## src/rtl/reg_bank_pkg.sv

```systemverilog
// reg_bank_pkg: shared state enum, default widths and address decoder for the register-bank write path.
package reg_bank_pkg;
  typedef enum logic {IDLE, WRITE} state_e;
  localparam int DW = 8;
  localparam int NREG = 8;
  localparam int NREQ = 4;
  localparam int MAX_NREG = 16;
  function automatic logic [MAX_NREG-1:0] onehot_dec(input logic [3:0] addr);
    onehot_dec = '0;
    onehot_dec[addr] = 1'b1;
  endfunction
endpackage

```

## src/rtl/rr_pick.sv

```systemverilog
// rr_pick: combinational round-robin picker; first valid index after last, wrapping modulo N.
module rr_pick #(
  parameter int N = 4,
  parameter int IW = $clog2(N)
) (
  input  logic [N-1:0]  valid_i,
  input  logic [IW-1:0] last_i,
  output logic [IW-1:0] winner_o,
  output logic          any_o
);
  logic found;
  always_comb begin
    winner_o = '0;
    found = 1'b0;
    for (int k = 1; k <= N; k++) begin
      if (!found && valid_i[IW'((int'(last_i) + k) % N)]) begin
        winner_o = IW'((int'(last_i) + k) % N);
        found = 1'b1;
      end
    end
  end
  assign any_o = |valid_i;
endmodule

```

## src/rtl/reg_bank_write_arbiter.sv

```systemverilog
// reg_bank_write_arbiter: round-robin write arbiter feeding a shared register bank.
// Optional REG_ARB_LOCK_EN adds req_lock so the current winner keeps priority.
module reg_bank_write_arbiter #(
  parameter int NREQ = reg_bank_pkg::NREQ,
  parameter int NREG = reg_bank_pkg::NREG,
  parameter int DW = reg_bank_pkg::DW,
  parameter int AW = $clog2(NREG),
  parameter int IW = $clog2(NREQ)
) (
  input  logic             clk,
  input  logic             rst,
`ifdef REG_ARB_LOCK_EN
  input  logic             req_lock,
`endif
  input  logic [NREQ-1:0]    req_valid,
  input  logic [NREQ*AW-1:0] req_addr,
  input  logic [NREQ*DW-1:0] req_data,
  output logic [NREQ-1:0]    req_ready,
  output logic [NREG-1:0]    reg_en,
  output logic [DW-1:0]      reg_d,
  output logic [IW-1:0]      grant_id,
  output logic               busy
);
  import reg_bank_pkg::*;
  state_e state_q, state_d;
  logic [IW-1:0] last_q, last_d, gid_q, gid_d, win;
  logic [NREQ-1:0] ready_q, ready_d;
  logic [NREG-1:0] en_q, en_d;
  logic [DW-1:0] d_q, d_d;
  logic any;
  rr_pick #(.N(NREQ), .IW(IW)) u_pick (
    .valid_i(req_valid),
    .last_i(last_q),
    .winner_o(win),
    .any_o(any)
  );
  always_ff @(posedge clk or posedge rst) begin
    if (rst) begin
      state_q <= IDLE;
      last_q <= IW'(NREQ - 1);
      gid_q <= '0;
      ready_q <= '0;
      en_q <= '0;
      d_q <= '0;
    end else begin
      state_q <= state_d;
      last_q <= last_d;
      gid_q <= gid_d;
      ready_q <= ready_d;
      en_q <= en_d;
      d_q <= d_d;
    end
  end
  always_comb begin
    state_d = state_q;
    last_d = last_q;
    gid_d = gid_q;
    d_d = d_q;
    ready_d = '0;
    en_d = '0;
    if (state_q == IDLE && any) begin
      state_d = WRITE;
      last_d = win;
      gid_d = win;
      d_d = req_data[int'(win)*DW +: DW];
      // Addresses at or above NREG fall outside the truncated decode, so the write is dropped.
      en_d = NREG'(onehot_dec(4'(req_addr[int'(win)*AW +: AW])));
      ready_d = NREQ'(1) << win;
    end else if (state_q == WRITE) begin
      state_d = IDLE;
`ifdef REG_ARB_LOCK_EN
      if (req_lock) last_d = (gid_q == '0) ? IW'(NREQ - 1) : gid_q - 1'b1;
`endif
    end
  end
  assign req_ready = ready_q;
  assign reg_en = en_q;
  assign reg_d = d_q;
  assign grant_id = gid_q;
  assign busy = (state_q == WRITE);
endmodule

```

## config.mk

```make
export PLATFORM = sky130hd
export DESIGN_NAME = reg_bank_write_arbiter
export DESIGN_NICKNAME = d
export VERILOG_FILES = /design/src/rtl/reg_bank_pkg.sv /design/src/rtl/rr_pick.sv /design/src/rtl/reg_bank_write_arbiter.sv
export SDC_FILE = /design/constraint.sdc
export NUM_CORES = 1
export LEC_CHECK = 0
export BUFFER_PORTS_ARGS = -buffer_cell sky130_fd_sc_hd__buf_2
export CAP_MARGIN = 20
export CELL_PAD_IN_SITES_DETAIL_PLACEMENT = 0
export CELL_PAD_IN_SITES_GLOBAL_PLACEMENT = 1
export CORE_MARGIN = 8
export CORE_UTILIZATION = 32
export DETAILED_ROUTE_END_ITERATION = 12
export PLACE_DENSITY = 0.74
export SETUP_SLACK_MARGIN = 0.1
export SLEW_MARGIN = 20
export SYNTH_ARGS = -nofsm -noshare
export SYNTH_HDL_FRONTEND = slang
export SYNTH_SLANG_ARGS = --single-unit
```

## constraint.sdc

```tcl
create_clock -name clk -period 2.1 [get_ports clk]
set_input_delay 0.315 -clock clk [delete_from_list [all_inputs] [get_ports clk]]
set_output_delay 0.315 -clock clk [all_outputs]
set_load 0.03 [all_outputs]
```

# Word-level counts from Yosys, hierarchy flattened
# Index checks and enable logic that the tools add are counted.
# totals
regBits	25
input_bits	50
out_inout_bits	23
elab_cells	54
# op_classes
addsub	4
mul	1
order_cmp	6
shifts	3
muxes	24
n_bitwise	1
n_reduce_logical	9
# ops
cell	count
32-bit by 6-bit variable part select with 8-bit output	1
2-bit by 4-bit < comparator with 1-bit output, second input constant	4
1-bit 2-to-1 mux	13
12-bit by 5-bit variable part select with 3-bit output	1
1-bit binary-select mux with 2-bit select	4
2-bit 2-to-1 mux	4
8-bit 2-to-1 mux	1
1-bit logical AND	5
3-bit by 5-bit < comparator with 1-bit output, second input constant	1
2-bit by 1-bit adder with 2-bit output, second input constant	2
2-bit adder, second input constant	2
2-bit by 2-bit multiplier with 4-bit output, second input constant	1
4-bit 2-to-1 mux	1
4-bit OR reduction	1
1-bit by 2-bit left shift with 4-bit output, first input constant	1
1-bit demux with 3-bit select	1
3-bit by 1-bit greater-or-equal comparator with 1-bit output, second input constant	1
1-bit zero test	3
1-bit NOT	1

# Depth between registers and ports, before layout
# depth
depth_word	21
ltp_mapped	8
depth_no_buf	5

# Cells and area by module
# A second synthesis with hierarchy kept.
# unflattened
hier_cells	83
hier_area_um2	1305.0
# modules_own_cells
mod	n_inst	cells_per_inst	area_per_inst_um2	seq_area_each_um2
reg_bank_write_arbiter	1	69	1223.7	628.1
rr_pick	1	14	81.3	0.0

# Least setup slack after synthesis
# OpenSTA, ideal clock, no wires.
# synth_path
path_type	register -> register
startpoint	register last_q[1]
endpoint	register en_q[1], in the netlist reg_en[1]
setup_time_ps	120
t_arrival_ps	1670
required_time_ps	1980
setup_slack_ps	310
stages_incl_launch_ff	8
path_buffers	2
synth_period_minus_slack_ps	1790
cell_sequence	dfstp_2 > buf_6 > nand2_1 > a21oi_1 > o221a_2 > buf_6 > mux2_2 > and4_1
# synth_via
elab_chain_len	21
word_cells_on_any_way	37
classes_between	add/sub: 4; mul: 1; order compare: 2; shift: 1; mux: 22; reduce/logical: 7
# synth_rtl
element	line_no	text
from (decl)	reg_bank_write_arbiter.sv:26	logic [IW-1:0] last_q, last_d, gid_q, gid_d, win;
from (signal assigned)	reg_bank_write_arbiter.sv:40	last_q <= IW'(NREQ - 1);
from (signal assigned)	reg_bank_write_arbiter.sv:47	last_q <= last_d;
2-bit by 1-bit adder with 2-bit output	rr_pick.sv:16, rr_pick.sv:17	
1-bit binary-select mux with 2-bit select	rr_pick.sv:16	if (!found && valid_i[IW'((int'(last_i) + k) % N)]) begin
1-bit 2-to-1 mux (implied by the code) (2 in a row)	rr_pick.sv:16	
1-bit 2-to-1 mux	rr_pick.sv:16	
1-bit zero test	rr_pick.sv:16	
1-bit logical AND	rr_pick.sv:16	
1-bit 2-to-1 mux	rr_pick.sv:16	
1-bit zero test	rr_pick.sv:16	
(+5 left out)	n/a	
2-bit by 2-bit multiplier with 4-bit output *	reg_bank_write_arbiter.sv:67	en_d = NREG'(onehot_dec(4'(req_addr[int'(win)*AW +: AW])));
12-bit by 5-bit variable part select with 3-bit output *	reg_bank_write_arbiter.sv:67	
3-bit by 5-bit < comparator with 1-bit output (implied by the code) / 3-bit by 1-bit greater-or-equal comparator with 1-bit output (equally long branches)	reg_bank_pkg.sv:10	onehot_dec[addr] = 1'b1;
1-bit logical AND (implied by the code)	reg_bank_pkg.sv:10	
1-bit 2-to-1 mux (implied by the code)	reg_bank_pkg.sv:10	
1-bit demux with 3-bit select *	reg_bank_pkg.sv:10	
8-bit 2-to-1 mux *	reg_bank_write_arbiter.sv:61	if (state_q == IDLE && any) begin
via en_d[1]	reg_bank_write_arbiter.sv:28	logic [NREG-1:0] en_q, en_d;
to (signal assigned)	reg_bank_write_arbiter.sv:50	en_q <= en_d;
to (decl)	reg_bank_write_arbiter.sv:28	
# The timed path passes the listed nets; every way through them passes the cells marked *. The select of a mux whose other input is x is not followed.
# A chain may end at the register's enable or synchronous reset.

# Final worst setup path
# layout_path
startpoint	register last_q[1]
endpoint	register d_q[6], in the netlist reg_d[6]
# layout_via
elab_chain_len	15
word_cells_on_any_way	30
classes_between	add/sub: 4; shift: 1; mux: 19; reduce/logical: 6
# layout_rtl
element	line_no	text
2-bit by 1-bit adder with 2-bit output	rr_pick.sv:16, rr_pick.sv:17	
1-bit binary-select mux with 2-bit select	rr_pick.sv:16	
1-bit 2-to-1 mux (implied by the code) (2 in a row)	rr_pick.sv:16	
1-bit 2-to-1 mux	rr_pick.sv:16	
1-bit zero test	rr_pick.sv:16	
1-bit logical AND	rr_pick.sv:16	
1-bit 2-to-1 mux	rr_pick.sv:16	
1-bit zero test	rr_pick.sv:16	
1-bit logical AND	rr_pick.sv:16	
1-bit 2-to-1 mux	rr_pick.sv:16	
1-bit zero test	rr_pick.sv:16	
1-bit logical AND	rr_pick.sv:16	
2-bit 2-to-1 mux *	rr_pick.sv:16	
32-bit by 6-bit variable part select with 8-bit output *	reg_bank_write_arbiter.sv:65	d_d = req_data[int'(win)*DW +: DW];
to (signal assigned)	reg_bank_write_arbiter.sv:44	d_q <= '0;
to (signal assigned)	reg_bank_write_arbiter.sv:51	d_q <= d_d;
to (decl)	reg_bank_write_arbiter.sv:29	logic [DW-1:0] d_q, d_d;
# Every way passes the cells marked *; elsewhere a longest branch is shown, timed or not. The select of a mux whose other input is x is not followed.

==> out/qor.csv <==
stage;metric;value;unit
run_status;status;finished clean;
routing;Routed WL;3770;microns
sta;Fin Setup TNS;0;ns
setup_path;cell chain of the critical path;nand2_1 -> a21oi_1 -> o221a_2 -> buf_12 -> mux2_2 -> o21ai_1;
setup_path;reg2reg start;last_q[1];
sta;final worst setup slack;0.213;ns
sta;fmax;0.530;GHz
sta;period utilization;89.9;%
flow_run;max-cap viol count;0;
hold_path;worst hold path type;input pin to async pin;
synth;syn nets;171;
routing;drt wl/cell;15.5;microns
cts;CTS H-tree depth;1;
sta;RSZ-0062 raised after global routing;no;
finish;fin nets;245;
cts;TritonCTS clock tree;built;
cts;clock sink total;25;
sta;Hold Vio Cnt, Final;0;
grt;initial antenna violation count;0;
setup_path;setup slack, reg-to-reg;0.21;ns
setup_path;Critical Path AT;2.08;ns
cts;Worst-Skew Late Latency;0.27;ns
setup_path;CP max stage delay;0.60;ns
finish;area growth from synthesis to layout;35.7;%
synth;Seq/Total Area, Yosys;46.0;%
grt;total gr overflow;0;
cts;clk buf depth;2;
routing;Pre-Repair DR Iteration Count;4;
synth;Mapped Avg Cell Area;11.3;sq um
setup_path;worst flop-to-flop path endpoint;reg_d[6];
place;pre-CTS setup slack;0.0803;ns
finish;most common cell after layout, fill and taps aside;buf_2;
die;die extent in y;81.3;microns
die;Starting Density;33.6;%
setup_path;slowest cell on the critical path;dfstp_2;
setup_path;Worst Path Max Fanout;14;
sta;Final Max Slew Viols;0;
routing;routed vias/inst;4.81;
sta;Rel. slew slack;74.6;%
die;Die X;81.3;microns
sta;Setup Skew;0.00229;ns
routing;final antenna-violating net count;0;
synth;Syn Inst Count;121;
finish;share of layout cells above drive strength 1;51.0;%
synth;Ys Warns;0;
routing;DRC Markers;0;
synth;Yosys reg bits;25;
grt;GRT Total Usage;11.5;%
setup_path;kind of critical path;register to register;
setup_path;Reg2Reg Depth;6;
grt;largest net degree at the start of global routing;26;
sta;Setup violations, final;0;
place;routability congestion estimate;0.704;
place;DP HPWL;3000;microns
finish;n_diodes;0;
cts;Worst-path clk slew;0.09;ns
place;# port buffers;72;
synth;Post-Syn Area;0.00137;sq mm
die;Row Count;23;
finish;fill cell count;387;
power;Lkg Pwr;0.994;nW
setup_path;Critical Path Start Type;register;
sta;Final min period;1.89;ns
grt;vias in the first global route;1299;
sta;worst-margin pin slew;0.370;ns
routing;via count;1173;
grt;first-pass GRT wire length;6010;microns
power;Max VDD drop;0.000470;V
cts;Num CTS Buffers;3;
die;total die area;0.00661;sq mm
finish;commonest cells after routing, fill and taps aside;buf_2, mux2i_1, dfrtp_1;
power;Pwr Density;1260;mW/mm^2
die;core area;0.00406;sq mm
setup_path;WP data required;2.30;ns
die;# IOs;73;
routing;Iteration-0 DRC Markers;34;
synth;Cell variety after synth;24;
setup_path;crit end category;register;
cts;Root Buffer;clkbuf_8;
## cell families (layout without fill, tap and decap cells)
group / count (synthesis) / count (layout) / synth area share, %
AO/OA/AOI/OAI: 15 / 15 / 6.42
buffers and inverters: 11 / 84 / 6.32
flip-flops: 25 / 25 / 46.0
multiplexers: 36 / 36 / 28.5
AND/OR/NAND/NOR: 34 / 34 / 12.7
## flip-flops by register name, indices dropped and copies added, names as in the netlist
register and count:
grant_id 2, last_q 2, busy 1, req_ready 4, reg_en 8, reg_d 8
## layout make-up
class / instances / area (sq um) / area share, %
well taps: 50 / 62.6 / 3.38
flip-flops and latches: 25 / 628 / 33.9
clock buffers: 3 / 41.3 / 2.23
inverters: 2 / 7.51 / 0.405
multi-input cells: 85 / 673 / 36.4
repair buffers: 78 / 434 / 23.4
clock inverters: 1 / 5.00 / 0.270
## how the worst max path moves through the flow
stage | slack (ns) | to | startpoint
floorplan | 0.31 | reg_en[1] | last_q[1]
global placement | 0.18 | reg_d[4] | last_q[1]
detailed placement | 0.08 | reg_d[6] | last_q[1]
CTS | 0.10 | reg_en[4] | last_q[1]
global route | 0.11 | reg_en[6] | last_q[1]
finish | 0.21 | reg_d[6] | last_q[1]
## report_power, final
group          leakage, nW  switching (mW)  total (mW)  internal (mW)
Clock               0.0255           0.156       0.288          0.133
Sequential           0.317          0.0911       0.746          0.655
Combinational        0.651           0.768        1.31          0.538
Total                0.994            1.02        2.34           1.33
## cells in the mapped netlist (all sizes together)
| master | instances | area share, % |
|---|---|---|
| nor3b | 1 | 0.55 |
| nand3b | 1 | 0.55 |
| buf | 6 | 4.9 |
| o221a | 1 | 0.82 |
| nand2 | 15 | 4.1 |
| dfstp | 2 | 3.8 |
| a31oi | 1 | 0.46 |
| mux2i | 26 | 20 |
| a21o | 2 | 1.1 |
| inv | 2 | 0.55 |
| mux2 | 10 | 8.5 |
| a21oi | 3 | 1.1 |
| and3 | 1 | 0.46 |
| nand2b | 1 | 0.46 |
| nor4 | 4 | 1.8 |
| clkbuf | 3 | 0.82 |
| nor2 | 5 | 1.4 |
| nor2b | 1 | 0.46 |
| o21ai | 8 | 2.9 |
| and4 | 4 | 2.6 |
| dfrtp | 23 | 42 |
| nor3 | 1 | 0.37 |
## metal layers
metal	global-route usage [%]	part of all wire (%)	up-vias
met5	0	0	-
met4	3.75	0.77	0
met3	3.64	6.6	4
met2	20.5	53	37
met1	12.5	40	554
li1	-	-	578
## metrics by stage
stage               util (%)  instances  area, sq um  hold slack, ns  total power, mW
CTS                     45.1        243         1830          0.0997             2.33
global route            45.6        244         1850           0.121             2.49
detailed placement      43.7        239         1770           0.397             2.03
global placement        43.7        239         1770           0.381             1.99
floorplan                  -        121         1370           0.341             1.71
finish                  45.6        244         1850          0.0777             2.34
## critical path, delay by kind of cell (launching register included)
family	cells	cell delay (ns)
simple gates	1	0.06
compound gates	3	0.63
flops	1	0.60
buf+inv	1	0.18
mux	1	0.34
## repair_timing
item,4_1_cts,5_1_grt
resized for setup,2,1
setup endpoints to repair,10,16
buffers inserted,0,1
pin swaps,0,1
hold buffers,0,0
(Power assumes the default switching activity.)
